==> config.mk <==
export PLATFORM = sky130hd
export DESIGN_NAME = unified_mem_arbiter_flat
export DESIGN_NICKNAME = d
export VERILOG_FILES = /design/src/rtl/unified_mem_arbiter_pkg.sv /design/src/rtl/unified_mem_arbiter_if.sv /design/src/rtl/unified_mem_arbiter_starve_counter.sv /design/src/rtl/unified_mem_arbiter.sv /design/src/flat_wrapper.sv
export SDC_FILE = /design/constraint.sdc
export NUM_CORES = 1
export LEC_CHECK = 0
export CORE_ASPECT_RATIO = 1.1
export CORE_MARGIN = 2
export CORE_UTILIZATION = 29
export DETAILED_ROUTE_END_ITERATION = 10
export PLACE_DENSITY = 0.56
export SYNTH_ARGS = -nofsm -noshare
export SYNTH_HDL_FRONTEND = slang
export SYNTH_HIERARCHICAL = 1
export SYNTH_SLANG_ARGS = --single-unit
export TNS_END_PERCENT = 10
==> constraint.sdc <==
create_clock -name clk_i -period 3.7 [get_ports clk_i]
set_clock_uncertainty 0.2 [all_clocks]
set_input_delay 0.555 -clock clk_i [delete_from_list [all_inputs] [get_ports clk_i]]
set_output_delay 0.555 -clock clk_i [all_outputs]
set_load 0.02 [all_outputs]
==> src/rtl/unified_mem_arbiter_pkg.sv <==
// Shared widths, response-state encoding and the starvation-limit helper for the
// unified instruction/data memory arbiter.
package mem_arb_pkg;

    localparam int unsigned ADDR_W_DEFAULT = 6;
    localparam int unsigned DATA_W_DEFAULT = 32;
    localparam int unsigned STARVE_W       = 4;

    typedef enum logic [1:0] {
        RSP_NONE = 2'd0,
        RSP_IF   = 2'd1,
        RSP_D    = 2'd2
    } rsp_state_e;

    // Out-of-range limits are clamped into 1..15 so the counter can always reach its limit.
    function automatic logic [STARVE_W-1:0] starve_limit(int unsigned max_denials);
        if (max_denials < 1) begin
            return STARVE_W'(1);
        end else if (max_denials > 15) begin
            return STARVE_W'(15);
        end
        return STARVE_W'(max_denials);
    endfunction

endpackage

==> src/rtl/unified_mem_arbiter_if.sv <==
// Fetch port, load/store port and memory-side signals of the arbiter, bundled into
// one interface: slave is the arbiter's view, master is the surrounding core/memory.
interface unified_mem_arbiter_if #(
    parameter int unsigned ADDR_W = mem_arb_pkg::ADDR_W_DEFAULT,
    parameter int unsigned DATA_W = mem_arb_pkg::DATA_W_DEFAULT
);
    logic              if_req;
    logic [ADDR_W-1:0] if_addr;
    logic              if_gnt;
    logic              if_rvalid;
    logic [DATA_W-1:0] if_rdata;

    logic              d_req;
    logic              d_we;
    logic [ADDR_W-1:0] d_addr;
    logic [DATA_W-1:0] d_wdata;
    logic              d_gnt;
    logic              d_rvalid;
    logic [DATA_W-1:0] d_rdata;

    logic [ADDR_W-1:0] mem_addr;
    logic              mem_we;
    logic [DATA_W-1:0] mem_wdata;
    logic [DATA_W-1:0] mem_rdata;

    modport slave (
        input  if_req, if_addr, d_req, d_we, d_addr, d_wdata, mem_rdata,
        output if_gnt, if_rvalid, if_rdata, d_gnt, d_rvalid, d_rdata,
        output mem_addr, mem_we, mem_wdata
    );

    modport master (
        output if_req, if_addr, d_req, d_we, d_addr, d_wdata, mem_rdata,
        input  if_gnt, if_rvalid, if_rdata, d_gnt, d_rvalid, d_rdata,
        input  mem_addr, mem_we, mem_wdata
    );

endinterface

==> src/rtl/unified_mem_arbiter_starve_counter.sv <==
// Saturating, clearable denial counter; at_max_o flags that the fetch port is owed a grant.
module starve_counter
    import mem_arb_pkg::*;
(
    input  logic                clk_i,
    input  logic                rst_i,
    input  logic                inc_i,
    input  logic                clr_i,
    input  logic [STARVE_W-1:0] limit_i,
    output logic                at_max_o
);

    logic [STARVE_W-1:0] cnt_q, cnt_d;

    always_comb begin
        cnt_d = cnt_q;
        if (clr_i) begin
            cnt_d = '0;
        end else if (inc_i && (cnt_q < limit_i)) begin
            cnt_d = cnt_q + 1'b1;
        end
    end

    always_ff @(posedge clk_i or posedge rst_i) begin
        if (rst_i) begin
            cnt_q <= '0;
        end else begin
            cnt_q <= cnt_d;
        end
    end

    assign at_max_o = (cnt_q == limit_i);

endmodule

==> src/rtl/unified_mem_arbiter.sv <==
// Single-port memory arbiter: data accesses win unless fetch has been denied
// STARVE_MAX times in a row; read data returns one cycle after the grant.
module unified_mem_arbiter
    import mem_arb_pkg::*;
#(
    parameter int unsigned ADDR_W     = ADDR_W_DEFAULT,
    parameter int unsigned DATA_W     = DATA_W_DEFAULT,
    parameter int unsigned STARVE_MAX = 4
) (
    input  logic                        clk_i,
    input  logic                        rst_i,
    unified_mem_arbiter_if.slave        bus_io
);

    localparam logic [STARVE_W-1:0] Limit = starve_limit(STARVE_MAX);

    logic       if_gnt, d_gnt;
    logic       starve_at_max;
    rsp_state_e state_q, state_d;

    logic [DATA_W-1:0] rsp_q, rsp_d;
    logic [DATA_W-1:0] if_hold_q, if_hold_d;
    logic [DATA_W-1:0] d_hold_q, d_hold_d;

    // Grants are forced low during reset so nothing reaches the memory.
    always_comb begin
        if_gnt = 1'b0;
        d_gnt  = 1'b0;
        if (!rst_i) begin
            if (bus_io.d_req && !(bus_io.if_req && starve_at_max)) begin
                d_gnt = 1'b1;
            end else if (bus_io.if_req) begin
                if_gnt = 1'b1;
            end
        end
    end

    starve_counter u_starve (
        .clk_i    (clk_i),
        .rst_i    (rst_i),
        .inc_i    (bus_io.if_req & ~if_gnt),
        .clr_i    (if_gnt | ~bus_io.if_req),
        .limit_i  (Limit),
        .at_max_o (starve_at_max)
    );

    always_comb begin
        bus_io.mem_addr = '0;
        if (if_gnt) begin
            bus_io.mem_addr = bus_io.if_addr;
        end else if (d_gnt) begin
            bus_io.mem_addr = bus_io.d_addr;
        end
    end

    assign bus_io.mem_we    = d_gnt & bus_io.d_we;
    assign bus_io.mem_wdata = bus_io.d_wdata;
    assign bus_io.if_gnt    = if_gnt;
    assign bus_io.d_gnt     = d_gnt;

    always_comb begin
        state_d = RSP_NONE;
        rsp_d   = rsp_q;
        if (if_gnt) begin
            state_d = RSP_IF;
            rsp_d   = bus_io.mem_rdata;
        end else if (d_gnt) begin
            state_d = RSP_D;
            rsp_d   = bus_io.d_we ? '0 : bus_io.mem_rdata;
        end
    end

    // The non-owner keeps showing the last response it was given.
    always_comb begin
        if_hold_d = if_hold_q;
        d_hold_d  = d_hold_q;
        unique case (state_q)
            RSP_IF:  if_hold_d = rsp_q;
            RSP_D:   d_hold_d  = rsp_q;
            default: ;
        endcase
    end

    always_ff @(posedge clk_i or posedge rst_i) begin
        if (rst_i) begin
            state_q   <= RSP_NONE;
            rsp_q     <= '0;
            if_hold_q <= '0;
            d_hold_q  <= '0;
        end else begin
            state_q   <= state_d;
            rsp_q     <= rsp_d;
            if_hold_q <= if_hold_d;
            d_hold_q  <= d_hold_d;
        end
    end

    assign bus_io.if_rvalid = (state_q == RSP_IF);
    assign bus_io.d_rvalid  = (state_q == RSP_D);
    assign bus_io.if_rdata  = (state_q == RSP_IF) ? rsp_q : if_hold_q;
    assign bus_io.d_rdata   = (state_q == RSP_D) ? rsp_q : d_hold_q;

endmodule

==> src/flat_wrapper.sv <==
// flat-port wrapper written by rule: the top's interface ports become plain ports
module unified_mem_arbiter_flat import mem_arb_pkg::*;
#(
    parameter int unsigned ADDR_W     = ADDR_W_DEFAULT,
    parameter int unsigned DATA_W     = DATA_W_DEFAULT,
    parameter int unsigned STARVE_MAX = 4
)
  (clk_i, rst_i, bus_io_if_req, bus_io_if_addr, bus_io_d_req, bus_io_d_we, bus_io_d_addr, bus_io_d_wdata, bus_io_mem_rdata, bus_io_if_gnt, bus_io_if_rvalid, bus_io_if_rdata, bus_io_d_gnt, bus_io_d_rvalid, bus_io_d_rdata, bus_io_mem_addr, bus_io_mem_we, bus_io_mem_wdata);
  unified_mem_arbiter_if #(.ADDR_W(ADDR_W), .DATA_W(DATA_W)) bus_io_i ();
  input  logic clk_i;
  input  logic rst_i;
  input wire logic [$bits(bus_io_i.if_req)-1:0] bus_io_if_req;
  input wire logic [$bits(bus_io_i.if_addr)-1:0] bus_io_if_addr;
  input wire logic [$bits(bus_io_i.d_req)-1:0] bus_io_d_req;
  input wire logic [$bits(bus_io_i.d_we)-1:0] bus_io_d_we;
  input wire logic [$bits(bus_io_i.d_addr)-1:0] bus_io_d_addr;
  input wire logic [$bits(bus_io_i.d_wdata)-1:0] bus_io_d_wdata;
  input wire logic [$bits(bus_io_i.mem_rdata)-1:0] bus_io_mem_rdata;
  output wire logic [$bits(bus_io_i.if_gnt)-1:0] bus_io_if_gnt;
  output wire logic [$bits(bus_io_i.if_rvalid)-1:0] bus_io_if_rvalid;
  output wire logic [$bits(bus_io_i.if_rdata)-1:0] bus_io_if_rdata;
  output wire logic [$bits(bus_io_i.d_gnt)-1:0] bus_io_d_gnt;
  output wire logic [$bits(bus_io_i.d_rvalid)-1:0] bus_io_d_rvalid;
  output wire logic [$bits(bus_io_i.d_rdata)-1:0] bus_io_d_rdata;
  output wire logic [$bits(bus_io_i.mem_addr)-1:0] bus_io_mem_addr;
  output wire logic [$bits(bus_io_i.mem_we)-1:0] bus_io_mem_we;
  output wire logic [$bits(bus_io_i.mem_wdata)-1:0] bus_io_mem_wdata;
  assign bus_io_i.if_req = bus_io_if_req;
  assign bus_io_i.if_addr = bus_io_if_addr;
  assign bus_io_i.d_req = bus_io_d_req;
  assign bus_io_i.d_we = bus_io_d_we;
  assign bus_io_i.d_addr = bus_io_d_addr;
  assign bus_io_i.d_wdata = bus_io_d_wdata;
  assign bus_io_i.mem_rdata = bus_io_mem_rdata;
  assign bus_io_if_gnt = bus_io_i.if_gnt;
  assign bus_io_if_rvalid = bus_io_i.if_rvalid;
  assign bus_io_if_rdata = bus_io_i.if_rdata;
  assign bus_io_d_gnt = bus_io_i.d_gnt;
  assign bus_io_d_rvalid = bus_io_i.d_rvalid;
  assign bus_io_d_rdata = bus_io_i.d_rdata;
  assign bus_io_mem_addr = bus_io_i.mem_addr;
  assign bus_io_mem_we = bus_io_i.mem_we;
  assign bus_io_mem_wdata = bus_io_i.mem_wdata;
  unified_mem_arbiter #(.ADDR_W(ADDR_W), .DATA_W(DATA_W), .STARVE_MAX(STARVE_MAX)) u_core (.clk_i(clk_i), .rst_i(rst_i), .bus_io(bus_io_i));
endmodule
=== Yosys cells after proc, flatten, opt, wreduce, memory -nomap -nowiden ===
Index checks and enable logic that the tools add are counted.

* $add $sub $neg: 1
* Magnitude comparators: 1
* Equality and inequality tests: 3
* Multiplexer cells: 16
* Bitwise operators: 5
* Reductions and logical operators: 6

{| class="wikitable"
|+ Operators by type and width
! cell !! count
|-
| 32-bit two-way mux || 5
|-
| 6-bit two-way mux || 2
|-
| 4-bit two-way mux || 2
|-
| 1-bit two-way mux || 5
|-
| 4-bit by 1-bit adder with 4-bit output (second input constant) || 1
|-
| 4-bit by 3-bit equality test with 1-bit output (second input constant) || 1
|-
| 4-bit by 3-bit < comparator with 1-bit output (second input constant) || 1
|-
| 2-bit two-way mux || 2
|-
| 2-bit nonzero test || 2
|-
| 1-bit logical AND || 3
|-
| 1-bit bitwise AND || 2
|-
| 2-bit by 1-bit equality test with 1-bit output (second input constant) || 1
|-
| 2-bit equality test (second input constant) || 1
|-
| 1-bit inverter || 2
|-
| 1-bit logical NOT || 1
|-
| 1-bit OR || 1
|}

* Bits in registers: 102
* Input bits: 81
* Output and inout bits: 107
* Word-level logic and storage cells: 37

=== Longest topological paths before layout ===
Gate-level depths: netlist of run 1.

* Word-level depth: 11
* Gate-level depth with buffers: 10

=== Modules after synthesis ===
The synthesis of run 1 kept the hierarchy.

{| class="wikitable"
|+ By module, submodules not included
! module !! instances !! cells each !! area an instance (um^2) !! seq. area each (um^2)
|-
| unified_mem_arbiter || 1 || 263 || 3988.8 || 2452.4
|-
| starve_counter || 1 || 38 || 356.6 || 100.1
|}

=== Worst setup path before layout of run 1 ===
No wires, ideal clock.

* Path type: input to register
* Start: input port rst_i
* End: register u_core.rsp_q[0]
* Library setup time: 0.121 ns
* Arrival: 3.489 ns
* Path slack: -0.110 ns
* Cell stages on the path: 4
* Buffers on the path: 1
* Path through: inv_1 o21ai_1 buf_2 a22o_1

* Longest elaborated chain between the ends: 2
* Elaborated cells between the ends (all ways): 4
* Classes of those cells: 3 x mux; 1 x reduce/logical

{| class="wikitable"
|+ RTL lines
! item !! line !! RTL
|-
| start: declaration || flat_wrapper.sv:11 || <nowiki>input logic rst_i;</nowiki>
|-
| 1-bit two-way mux || unified_mem_arbiter.sv:29 || <nowiki>if (!rst_i) begin</nowiki>
|-
| 32-bit two-way mux or 2-bit nonzero test (tied branches) || -- ||
|-
| end signal: assignment || unified_mem_arbiter.sv:92 || <nowiki>rsp_q <= rsp_d;</nowiki>
|-
| end: declaration || unified_mem_arbiter.sv:21 || <nowiki>logic [DATA_W-1:0] rsp_q, rsp_d;</nowiki>
|}

Several ways; a longest one is shown, not always the timed one.
A chain may end at the register's enable or synchronous reset.

=== Worst setup path in the final report of run 1 ===
* Start: register u_core.u_starve.cnt_q[1]
* End: output port bus_io_mem_addr[1]

* Longest elaborated chain between the ends: 8
* Elaborated cells between the ends (all ways): 10
* Classes of those cells: 1 x eq/ne; 6 x mux; 3 x reduce/logical

{| class="wikitable"
|+ RTL lines
! item !! line !! RTL
|-
| start: declaration || unified_mem_arbiter_starve_counter.sv:13 || <nowiki>logic [STARVE_W-1:0] cnt_q, cnt_d;</nowiki>
|-
| start signal: assignment || unified_mem_arbiter_starve_counter.sv:28 || <nowiki>cnt_q <= cnt_d;</nowiki>
|-
| 4-bit by 3-bit equality test with 1-bit output * || unified_mem_arbiter_starve_counter.sv:32 || <nowiki>assign at_max_o = (cnt_q == limit_i);</nowiki>
|-
| via u_core.starve_at_max || unified_mem_arbiter.sv:18 || <nowiki>logic starve_at_max;</nowiki>
|-
| 1-bit logical AND * || unified_mem_arbiter.sv:30 || <nowiki>if (bus_io.d_req && !(bus_io.if_req && starve_at_max)) begin</nowiki>
|-
| 1-bit logical NOT * || unified_mem_arbiter.sv:30 ||
|-
| 1-bit logical AND * || unified_mem_arbiter.sv:30 ||
|-
| 1-bit two-way mux || unified_mem_arbiter.sv:30 ||
|-
| 1-bit two-way mux || unified_mem_arbiter.sv:29 ||
|-
| 6-bit two-way mux || unified_mem_arbiter.sv:51 || <nowiki>end else if (d_gnt) begin</nowiki>
|-
| 6-bit two-way mux * || unified_mem_arbiter.sv:49 || <nowiki>if (if_gnt) begin</nowiki>
|-
| end: declaration || flat_wrapper.sv:25 || <nowiki>output wire logic [$bits(bus_io_i.mem_addr)-1:0] bus_io_mem_addr;</nowiki>
|}

The timed path passes the listed nets; every way through them passes the cells marked *.

==> results.sh, run 1 <==
export IMPL_status="complete, no violations"
export IMPL_cp_end_kind="primary output"
export IMPL_ys_ff_latch=102
export IMPL_postCtsSetupRepairBufs=0
export IMPL_power_leakage_uw=0.00262
export IMPL_critPathKind="register to primary output"
export IMPL_startpoint="u_core/u_starve/cnt_q[1]"
export IMPL_clk_pin_slew_ps=70
export IMPL_critical_path_cell_chain="ha_1 > nand2_1 > nor2_1 > nor2b_4 > nor2_2 > a22o_1 > clkdlybuf4s50_1"
export IMPL_hold_viol_final=0
export IMPL_ios=188
export IMPL_cp_start_kind="register"
export IMPL_slew_viol_final=0
export IMPL_die_area_um2=16000
export IMPL_grt_use_met2_pct=21.2
export IMPL_gp_congestion=0.681
export IMPL_multiInputGateArea_um2=1420
export IMPL_grtUsageMet3_pct=4.28
export IMPL_synthTopCellsByCount="dfrtp_1, mux2_2, a22o_1"
export IMPL_grt_ovfl_total=0
export IMPL_first_iter_violations=119
export IMPL_cts_hold_buf=0
export IMPL_placed_cell_area_um2=5560
export IMPL_syn_avg_cell_area_um2=14.4
export IMPL_synth_top_area_share_pct=58.7
export IMPL_root_buffer="clkbuf_16"
export IMPL_vias=2711
export IMPL_die_w_um=121
export IMPL_cts_resized=0
export IMPL_grt_busiest_layer="met2"
export IMPL_ir_drop_mv=0.206
export IMPL_dp_hpwl_um=7090
export IMPL_grt_pass1_vias=3025
export IMPL_vias_per_cell=4.55
export IMPL_clockBufferDepth=2
export IMPL_grtUsageMet1_pct=16.4
export IMPL_final_util_pct=40.3
export IMPL_crit_arrival_ps=2690
export IMPL_cp_slowest_stage_delay_ps=610
export IMPL_fmax_mhz=290
export IMPL_syn_cell_area_um2=4350
export IMPL_yosys_area_top_type="dfrtp_1"
export IMPL_synth_ff_type="dfrtp_1"
export IMPL_antenna_found_initial=0
export IMPL_drt_wl_total_um=10100
export IMPL_synth_cell_type_count=34
export IMPL_ant_nets=0
export IMPL_cts_made_buffers=9
export IMPL_yosysSeqAreaShare_pct=58.7
export IMPL_cpMaxStageDelayCell="clkdlybuf4s50_1"
export IMPL_synth_most_common_cell="dfrtp_1"
export IMPL_synth_edf_count=0
export IMPL_grt_pass1_wl_um=16400
export IMPL_cts_tree="built"
export IMPL_area_growth_pct=35.1
export IMPL_htree_levels=3
export IMPL_ys_async_sr_fraction_pct=100
export IMPL_maxCapViolations=0
export IMPL_grt_max_degree=54
export IMPL_r2r_start="u_core/u_starve/cnt_q[1]"
export IMPL_wire_per_inst_um=16.9
export IMPL_worst_skew_pair_late_latency_ps=350
export IMPL_tns_ps=0
export IMPL_drive_gt1_share_pct=22.3
export IMPL_powerDensity_nw_per_um2=574
export IMPL_cts_sinks=102
export IMPL_start_util_pct=29.8
export IMPL_required_ps=2940
export IMPL_grt_total_usage_pct=13.4
export IMPL_row_count=46
export IMPL_synth_area_leaders="dfrtp_1, mux2_2, a22o_1, buf_4, mux2_1"
export IMPL_postLayoutCellArea_um2=5870
export IMPL_critPathMaxFanout=8
export IMPL_fillers=1389
export IMPL_rsz0062_at_grt="no"
export IMPL_dr_pass1_iters=4
export IMPL_port_buffers=123
export IMPL_hold_class="register to register"
export IMPL_num_antenna_cells=0
export IMPL_maxSlewHeadroom_pct=55.0
export IMPL_finalCritPeriodShare_pct=93.1
export IMPL_final_seq_area_um2=2550
export IMPL_setup_viol=0
export IMPL_netlist_instances=301
export IMPL_yosys_warnings=6
export IMPL_fp_coreArea_um2=14600
export IMPL_min_from="u_core/d_hold_q[30]"
export IMPL_fin_nets=485
export IMPL_layout_min_cycle_time_ps=3440
export IMPL_drc=0
export IMPL_tightest_slew_ps=674
export IMPL_die_h_um=132
==> sequential cells by signal, indices dropped and copies added, names as in the netlist <==
| name | count |
|---|---|
| u_core/u_starve/cnt_q | 4 |
| u_core/rsp_q | 32 |
| u_core/state_q | 2 |
| u_core/if_hold_q | 32 |
| u_core/d_hold_q | 32 |
==> routing by layer <==
metal	vias to the layer above	routed length, um
met5	-	0
met4	0	310
met3	33	662
met2	106	4830
met1	1352	4290
li1	1220	-
==> final timing paths <==
kind	end	slack [ps]	depth (start not counted)
max	bus_io_mem_addr[1]	260	7
min reg2reg	u_core/d_hold_q[30]	290	1
max in group asynchronous	u_core/if_hold_q[13]	2100	3
min	u_core/d_hold_q[30]	290	1
min in group asynchronous	u_core/u_starve/cnt_q[0]	370	2
max reg2reg	u_core/rsp_q[23]	1190	7
==> through the flow <==
| stage | setup slack, ps | total power [uW] | hold slack, ps | std cells |
|---|---|---|---|---|
| after floorplan | 629 | 1990 | 121 | 303 |
| after global placement | 570 | 2400 | 270 | 580 |
| after detailed placement | 473 | 2420 | 277 | 580 |
| after CTS | 222 | 3430 | 295 | 596 |
| after global routing | 55.6 | 3550 | 307 | 596 |
| final | 257 | 3370 | 288 | 596 |
==> where the power goes <==
| group | switching [uW] | internal (uW) |
|---|---|---|
| Clock | 431 | 555 |
| Combinational | 481 | 511 |
| Sequential | 69.0 | 1320 |
| Total | 981 | 2390 |
==> cell families after synthesis <==
| family | share of synthesized area [%] |
|---|---|
| AO/OA/AOI/OAI | 9.27 |
| buffers and inverters | 9.21 |
| adder cells (fa/ha/maj) | 1.44 |
| flip-flops | 58.7 |
| AND/OR/NAND/NOR | 3.66 |
| other | 0.173 |
| multiplexers | 17.5 |
==> cells in the final DEF, fill, tap and decap left out, types with 3 or more instances in the layout <==
cell type | Yosys | layout
buf_4 | 32 | 7
inv_1 | 8 | 7
a22o_1 | 38 | 38
conb_1 | 2 | 4
clkdlybuf4s50_1 | 0 | 123
dfrtp_1 | 102 | 102
clkbuf_16 | 0 | 9
nand2b_1 | 4 | 3
mux2_1 | 15 | 15
nor2_1 | 4 | 4
ha_1 | 5 | 5
mux2_2 | 49 | 49
==> layout make-up <==
type	instances	share of cell area [%]
clock inverter	6	1.30
sequential	102	43.5
tap	192	4.09
timing repair buffer	131	22.2
inverter	9	0.639
multi-input combinational	146	24.2
clock buffer	10	4.07
==> critical path, delay by kind of cell, from the launching register on <==
kind	cells	cell delay [ps]
AOI/OAI and AO/OA	1	200
adders and majority gates	1	350
buffers and inverters	1	610
and+or+nand+nor	4	770
DFF	1	420
Note: power is estimated with default switching activity, not from simulation.
==> inputs of run 2 (changes only) <==
==> constraint.sdc (replaced) <==
create_clock -name clk_i -period 3.9 [get_ports clk_i]
set_clock_uncertainty 0.2 [all_clocks]
set_input_delay 0.585 -clock clk_i [delete_from_list [all_inputs] [get_ports clk_i]]
set_output_delay 0.585 -clock clk_i [all_outputs]
set_load 0.02 [all_outputs]
==> run 2 against run 1 <==
Net effect:
- global-route usage fell by 0.39 points
- clock power fell by 9.1%
- total power fell by 6.3%
==> results.sh, run 2 (synthesis results as in run 1) <==
export IMPL_min_from="u_core/d_hold_q[23]"
export IMPL_maxCapViolations=0
export IMPL_rr_worst_depth=10
export IMPL_cts_hold_buf=0
export IMPL_cts_sinks=102
export IMPL_power_leakage_uw=0.00261
export IMPL_wire_per_inst_um=17.0
export IMPL_cp_endpoint="bus_io_mem_addr[3]"
export IMPL_vias=2701
export IMPL_status="complete, no violations"
export IMPL_cp_slowest_stage_delay_ps=620
export IMPL_crit_arrival_ps=2700
export IMPL_rsz0062_at_grt="no"
export IMPL_die_area_um2=16000
export IMPL_ant_nets=0
export IMPL_hold_viol_final=0
export IMPL_row_count=46
export IMPL_maxSlewHeadroom_pct=25.2
export IMPL_final_common_cell="clkdlybuf4s50_1"
export IMPL_cts_resized=0
export IMPL_cp_end_kind="primary output"
export IMPL_finalCritPeriodShare_pct=89.4
export IMPL_grt_max_degree=55
export IMPL_required_ps=3120
export IMPL_gp_congestion=0.710
export IMPL_worst_skew_pair_late_latency_ps=340
export IMPL_fp_coreArea_um2=14600
export IMPL_critPathMaxFanout=8
export IMPL_grt_pass1_vias=2988
export IMPL_clockBufferDepth=2
export IMPL_grt_total_usage_pct=13.1
export IMPL_critPathKind="register to primary output"
export IMPL_ir_drop_mv=0.231
export IMPL_dr_pass1_iters=3
export IMPL_grtUsageMet3_pct=3.94
export IMPL_r2r_end="u_core/u_starve/cnt_q[3]"
export IMPL_area_growth_pct=34.6
export IMPL_grt_pass1_wl_um=16100
export IMPL_cp_num_buf_inv=1
export IMPL_layout_common_cells="clkdlybuf4s50_1, dfrtp_1, mux2_2"
export IMPL_die_h_um=132
export IMPL_grtUsageMet1_pct=16.0
export IMPL_slew_viol_final=0
export IMPL_tightest_slew_ps=1120
export IMPL_dp_hpwl_um=6820
export IMPL_root_buffer="clkbuf_16"
export IMPL_cpMaxStageDelayCell="clkdlybuf4s50_1"
export IMPL_vias_per_cell=4.55
export IMPL_htree_levels=3
export IMPL_setup_viol=0
export IMPL_crit_family="simple AND/OR/NAND/NOR gates"
export IMPL_hold_class="register to register"
export IMPL_antenna_found_initial=0
export IMPL_postCtsSetupRepairBufs=0
export IMPL_grt_busiest_layer="met2"
export IMPL_powerDensity_nw_per_um2=540
export IMPL_startpoint="u_core/u_starve/cnt_q[1]"
export IMPL_port_buffers=123
export IMPL_first_iter_violations=62
export IMPL_start_util_pct=29.8
export IMPL_cts_tree="built"
export IMPL_power_uw=3160
export IMPL_drive_gt1_share_pct=21.7
export IMPL_drc=0
export IMPL_ios=188
export IMPL_reg_top3="u_core/d_hold_q x32, u_core/if_hold_q x32, u_core/rsp_q x32"
export IMPL_die_w_um=121
export IMPL_drt_wl_total_um=10100
export IMPL_critical_path_depth=7
export IMPL_cts_made_buffers=9
export IMPL_grt_use_met2_pct=20.8
export IMPL_ff2ff_setup_slack_ps=1500
export IMPL_r2r_start="u_core/u_starve/cnt_q[1]"
export IMPL_fillers=1380
export IMPL_fin_nets=483
export IMPL_layout_min_cycle_time_ps=3480
export IMPL_critical_path_cell_chain="ha_1 > nand2_1 > nor2_1 > nor2b_4 > nor2_2 > a22o_1 > clkdlybuf4s50_1"
export IMPL_tns_ps=0
export IMPL_cp_start_kind="register"
export IMPL_fmax_mhz=287
export IMPL_grt_ovfl_total=0
export IMPL_num_antenna_cells=0
export IMPL_clk_pin_slew_ps=70
[run 2: changes by cell type in the layout (fill, tap and decap cells not counted), sizes merged]
cell | before | now
inv | 11 | 10
buf | 8 | 6
clkinvlp | 1 | 0
clkinv | 2 | 3
[run 2: metal layers]
metal | part of all wire [%] | vias up
li1 | - | 1215
met2 | 47 | 117
met5 | 0 | -
met3 | 5.8 | 27
met4 | 3.2 | 0
met1 | 43 | 1342
[run 2: worst min-delay path by stage]
stage / depth (start not counted) / end
floorplan: 1 / u_core/u_starve/cnt_q[0]
global placement: 1 / u_core/if_hold_q[30]
detailed placement: 1 / u_core/d_hold_q[23]
CTS: 1 / u_core/d_hold_q[26]
global route: 1 / u_core/if_hold_q[3]
finish: 1 / u_core/d_hold_q[23]
[run 2: area by class of cell]
class / instances / area (um2) / area share, %
sequential: 102 / 2550 / 43.6
multi-input combinational: 146 / 1420 / 24.3
timing repair buffer: 129 / 1300 / 22.3
tap: 192 / 240 / 4.11
clock buffer: 10 / 239 / 4.09
clock inverter: 5 / 57.6 / 0.984
inverter: 9 / 36.3 / 0.620
[run 2: through the flow]
stage | instances | util (%) | hold WS [ps] | instance area, um2 | setup WS (ps)
after floorplan | 303 | - | 151 | 4350 | 60.5
after global placement | 578 | 38.1 | 266 | 5550 | 580
after detailed placement | 578 | 38.1 | 279 | 5550 | 539
after CTS | 593 | 40.2 | 295 | 5850 | 344
after global routing | 593 | 40.2 | 309 | 5850 | 232
final | 593 | 40.2 | 291 | 5850 | 415
[run 2: report_power, final]
part | switching (uW) | total (uW) | internal, uW
clock | 384 | 896 | 513
sequential | 64.6 | 1320 | 1250
combinational | 457 | 942 | 484
==> inputs of run 3 (changes only) <==
--- a/config.mk
+++ b/config.mk
@@ -8,8 +8,9 @@
 export CORE_ASPECT_RATIO = 1.1
 export CORE_MARGIN = 2
 export CORE_UTILIZATION = 29
+export CTS_CLUSTER_DIAMETER = 100
 export DETAILED_ROUTE_END_ITERATION = 10
-export PLACE_DENSITY = 0.56
+export PLACE_DENSITY = 0.71
 export SYNTH_ARGS = -nofsm -noshare
 export SYNTH_HDL_FRONTEND = slang
 export SYNTH_HIERARCHICAL = 1
==> run 3 against run 2 <==
Net effect:
- sequential cell count did not move
- utilization down 0.26 points
- critical path depth did not move
- clock power decreased by 4.4%
- final cell count decreased by 0.17%
- critical endpoint is now bus_io_mem_addr[1]
- highest routed layer unchanged
==> results.sh, run 3 (synthesis results as in run 1) <==
export IMPL_cp_slowest_stage_delay_ps=600
export IMPL_ant_nets=0
export IMPL_cts_made_buffers=9
export IMPL_num_antenna_cells=0
export IMPL_maxSlewHeadroom_pct=26.9
export IMPL_grtUsageMet3_pct=4.02
export IMPL_min_from="u_core/d_hold_q[27]"
export IMPL_status="complete, no violations"
export IMPL_postCtsSetupRepairBufs=0
export IMPL_start_util_pct=29.8
export IMPL_cp_endpoint="bus_io_mem_addr[1]"
export IMPL_vias_per_cell=4.57
export IMPL_place_inst=579
export IMPL_port_buffers=123
export IMPL_grt_busiest_layer="met2"
export IMPL_wire_per_inst_um=16.6
export IMPL_drt_wl_total_um=9810
export IMPL_die_h_um=132
export IMPL_hold_depth=1
export IMPL_clockBufferDepth=2
export IMPL_fin_nets=484
export IMPL_hold_class="register to register"
export IMPL_cts_sinks=102
export IMPL_crit_arrival_ps=2650
export IMPL_critical_path_depth=7
export IMPL_gp_congestion=0.734
export IMPL_ir_drop_mv=0.183
export IMPL_vias=2703
export IMPL_cp_start_kind="register"
export IMPL_postLayoutCellArea_um2=5810
export IMPL_ios=188
export IMPL_drive_gt1_share_pct=21.5
export IMPL_rr_worst_depth=10
export IMPL_root_buffer="clkbuf_16"
export IMPL_required_ps=3120
export IMPL_startpoint="u_core/u_starve/cnt_q[1]"
export IMPL_grt_pass1_wl_um=15700
export IMPL_antenna_found_initial=0
export IMPL_worst_skew_pair_late_latency_ps=340
export IMPL_critical_path_cell_chain="ha_1 > nand2_1 > nor2_1 > nor2b_4 > nor2_2 > a22o_1 > clkdlybuf4s50_1"
export IMPL_holdWs_ps=285
export IMPL_grt_total_usage_pct=12.7
export IMPL_setup_viol=0
export IMPL_powerDensity_nw_per_um2=537
export IMPL_grt_ovfl_total=0
export IMPL_die_w_um=121
export IMPL_cpMaxStageDelayCell="clkdlybuf4s50_1"
export IMPL_power_leakage_uw=0.00259
export IMPL_drc=0
export IMPL_grt_use_met2_pct=20.8
export IMPL_cts_hold_buf=0
export IMPL_cp_end_kind="primary output"
export IMPL_dr_pass1_iters=4
export IMPL_finalCritPeriodShare_pct=88.0
export IMPL_layout_min_cycle_time_ps=3430
export IMPL_grt_pass1_vias=2933
export IMPL_crit_family="simple AND/OR/NAND/NOR gates"
export IMPL_critPathKind="register to primary output"
export IMPL_critPathMaxFanout=8
export IMPL_layout_common_cells="clkdlybuf4s50_1, dfrtp_1, mux2_2"
export IMPL_fmax_mhz=291
export IMPL_power_uw=3120
export IMPL_slew_viol_final=0
export IMPL_dp_hpwl_um=6700
export IMPL_maxCapViolations=0
export IMPL_stdcell_count=592
export IMPL_r2r_end="u_core/u_starve/cnt_q[0]"
export IMPL_htree_levels=3
export IMPL_clk_pin_slew_ps=60
export IMPL_area_growth_pct=33.7
export IMPL_fp_coreArea_um2=14600
export IMPL_reg_top3="u_core/d_hold_q x32, u_core/if_hold_q x32, u_core/rsp_q x32"
export IMPL_tightest_slew_ps=1090
export IMPL_first_iter_violations=107
export IMPL_grt_max_degree=51
export IMPL_placed_cell_area_um2=5530
export IMPL_cp_num_buf_inv=1
export IMPL_ff2ff_setup_slack_ps=1480
export IMPL_grtUsageMet1_pct=15.4
export IMPL_r2r_start="u_core/u_starve/cnt_q[1]"
export IMPL_final_common_cell="clkdlybuf4s50_1"
export IMPL_tns_ps=0
export IMPL_die_area_um2=16000
export IMPL_hold_viol_final=0
export IMPL_row_count=46
export IMPL_rsz0062_at_grt="no"
export IMPL_cts_resized=0
export IMPL_cts_tree="built"
run 3: changes by cell type in the layout (fill, tap and decap cells not counted), sizes merged:
cell	before	now
buf	6	7
clkinvlp	0	1
inv	10	9
clkinv	3	2
clkbuf	10	9
run 3: final cells by class:
| type | instances | area (um2) |
|---|---|---|
| Inverter | 9 | 36.3 |
| Multi-Input combinational cell | 146 | 1420 |
| Clock inverter | 4 | 51.3 |
| Sequential cell | 102 | 2550 |
| Timing Repair Buffer | 130 | 1280 |
| Tap cell | 192 | 240 |
| Clock buffer | 9 | 225 |
| Fill cell | 1360 | 8750 |
run 3: metrics by stage:
stage	setup slack, ps	utilization [%]
final	466	39.9
after global routing	294	39.9
after CTS	424	39.9
after detailed placement	636	38.0
after global placement	680	38.0
after floorplan	60.5	-
run 3: worst min-delay path by stage:
stage	end	slack, ps
after CTS	u_core/if_hold_q[29]	290
after floorplan	u_core/u_starve/cnt_q[0]	150
after detailed placement	u_core/if_hold_q[29]	270
after global placement	u_core/if_hold_q[29]	270
after global routing	u_core/if_hold_q[29]	310
final	u_core/d_hold_q[27]	280
run 3: power by group:
group / internal, uW / total, uW / switching, uW
registers: 1250 / 1320 / 67.8
logic: 483 / 942 / 459
clock network: 486 / 857 / 371
run 3: layer usage:
layer	routed length [um]	vias up	share of wire, %
li1	-	1209	-
met1	4100	1352	42
met2	4840	114	49
met3	636	28	6.5
met4	236	0	2.4
met5	0	-	0
==> edit (settings of run 1) <==
Take the reset off `if_hold_q` and `d_hold_q` and load them in a clocked block of their own.
--- a/src/rtl/unified_mem_arbiter.sv
+++ b/src/rtl/unified_mem_arbiter.sv
@@ -86,12 +86,13 @@
             state_q   <= RSP_NONE;
             rsp_q     <= '0;
-            if_hold_q <= '0;
-            d_hold_q  <= '0;
         end else begin
             state_q   <= state_d;
             rsp_q     <= rsp_d;
-            if_hold_q <= if_hold_d;
-            d_hold_q  <= d_hold_d;
         end
+    end
+
+    always_ff @(posedge clk_i) begin
+        if_hold_q <= if_hold_d;
+        d_hold_q  <= d_hold_d;
     end
 
Check against the original RTL: differs if rst_i is asserted again (counterexample within 4 cycles, from zero or initial values and one cycle with rst_i high); with rst_i held inactive, the same outputs for 10 cycles.
==> edit against run 1 <==
Sequential cell count is the same; total power shrank 1.6%; register-to-register slack is essentially flat; area after synthesis shrank 8.0%; cell area shrank 5.9%; hold slack lost 16 ps; wire length shrank 5.2%; setup slack lost 83 ps; critical endpoint is now bus_io_mem_addr[3]; largest power group unchanged.
==> edit: results (changes against run 1) <==
Min path
  • HP Class: reg2reg (unchanged)
  • Hold Path Depth: 1 (unchanged)

Placement
  • Placed Area: 0.005228 mm^2 (was 0.005555 mm^2)
  • IO buf count: 123 (unchanged)
  • Setup slack at placement: 370.6 ps (was 473.2 ps)
  • Routability-driven placement congestion ratio: 0.7028 (was 0.6813)
  • HPWL after DPL: 6353 um (was 7088 um)
  • Placed cells: 575 (was 580)

Finish
  • Nets: 484 (was 485)
  • Post-layout util: 40.56% (was 40.32%)
  • Layout cells sized above 1: 25.06% (was 22.28%)
  • FILL cells: 1345 (was 1389)

Detailed routing
  • Initial drt markers: 72 (was 119)
  • Total Wirelength: 9564 um (was 10090 um)
  • Via density: 4.467 (was 4.549)
  • Mean routed wirelength per cell: 16.18 um (was 16.93 um)

Synthesis
  • Mux share of post-synthesis cell area: 19.04% (was 17.51%)
  • Synth Area in Adders: 1.565% (was 1.440%)
  • Main synth FF type: dfxtp_1 (was dfrtp_1)
  • Sequential share of the synthesized area: 55.85% (was 58.74%)
  • Post-synth ARST share: 37.25% (was 100.0%)
  • Post-synth cell types: 34 (unchanged)
  • Synth Instances: 302 (was 301)
  • Compound-Gate Fraction of Synth Area: 10.43% (was 9.272%)
  • Synth area leaders: dfxtp_1, dfrtp_1, mux2_2 (was dfrtp_1, mux2_2, a22o_1)
  • Post-synth top cells: dfxtp_1, mux2_2, a22o_1, dfrtp_1, buf_4 (was dfrtp_1, mux2_2, a22o_1, buf_4, mux2_1)

Global routing
  • Vias in the first global route: 2828 (was 3025)
  • Largest net degree at the start of global routing: 35 (was 54)
  • First-pass GRT wire length: 15110 um (was 16440 um)
  • Gr usage total: 13.62% (was 13.45%)

Clock tree
  • Clk root buf: clkbuf_16 (unchanged)
  • CTS Buf Count: 9 (unchanged)
  • Clk Latency, worst-skew pair: ~340 ps

Run status
  • Outcome: complete, no violations (unchanged)

Power and ir drop
  • LEAKAGE: 2.335 nW (was 2.618 nW)
  • VDD IR max: 201.2 uV (was 206.5 uV)

Timing
  • Actual slew at the worst max-slew pin: 561.8 ps (was 674.5 ps)

Setup path
  • Reg2Reg Depth: 10 (was 7)
  • Critical path arrival: 2770 ps (was 2690 ps)
==> edit: path summary, 6_finish.rpt <==
check	end	slack [ps]	startpoint
setup / recovery	bus_io_mem_addr[3]	170	u_core/u_starve/cnt_q[1]
hold / removal	u_core/d_hold_q[20]	270	u_core/d_hold_q[20]
setup reg to reg	u_core/u_starve/cnt_q[0]	1190	u_core/u_starve/cnt_q[1]
hold reg to reg	u_core/d_hold_q[20]	270	u_core/d_hold_q[20]
max in group asynchronous	u_core/rsp_q[21]	2220	rst_i
min in group asynchronous	u_core/u_starve/cnt_q[2]	450	rst_i
==> edit: cell type report <==
type | count | share of cell area, %
tap | 188 | 4.256
clock buffer | 11 | 4.392
inverter | 11 | 0.7471
sequential | 102 | 40.39
clock inverter | 5 | 1.019
timing repair buffer | 129 | 23.55
multi-input combinational | 145 | 25.65
==> edit: logic make-up (layout without fill, tap and decap cells) <==
| group | Yosys count | in the layout |
|---|---|---|
| AOI/OAI and AO/OA | 46 | 46 |
| other | 2 | 4 |
| muxes | 67 | 67 |
| buffers and inverters | 57 | 156 |
| DFF | 102 | 102 |
| adders and majority gates | 5 | 5 |
| and+or+nand+nor | 23 | 23 |
==> edit: critical path, stage by stage, from the launching register on <==
cell	delay, ps
dfrtp_1	420
ha_1	360
nand2_1	60
nor2_1	200
and2b_1	270
nor2_2	300
a22o_1	210
clkdlybuf4s50_1	610
==> edit: where the power goes <==
part | switching [mW] | internal, mW
combinational | 0.463 | 0.518
sequential | 0.0659 | 1.32
clock | 0.405 | 0.543
total | 0.933 | 2.38
==> edit: layer usage <==
metal | part of all wire, % | vias up | global-route usage [%]
met5 | 0 | - | 0
met4 | 2.7 | 0 | 6.513
met3 | 7.6 | 33 | 4.317
met2 | 48 | 112 | 22.15
met1 | 42 | 1275 | 16.27
li1 | - | 1220 | -
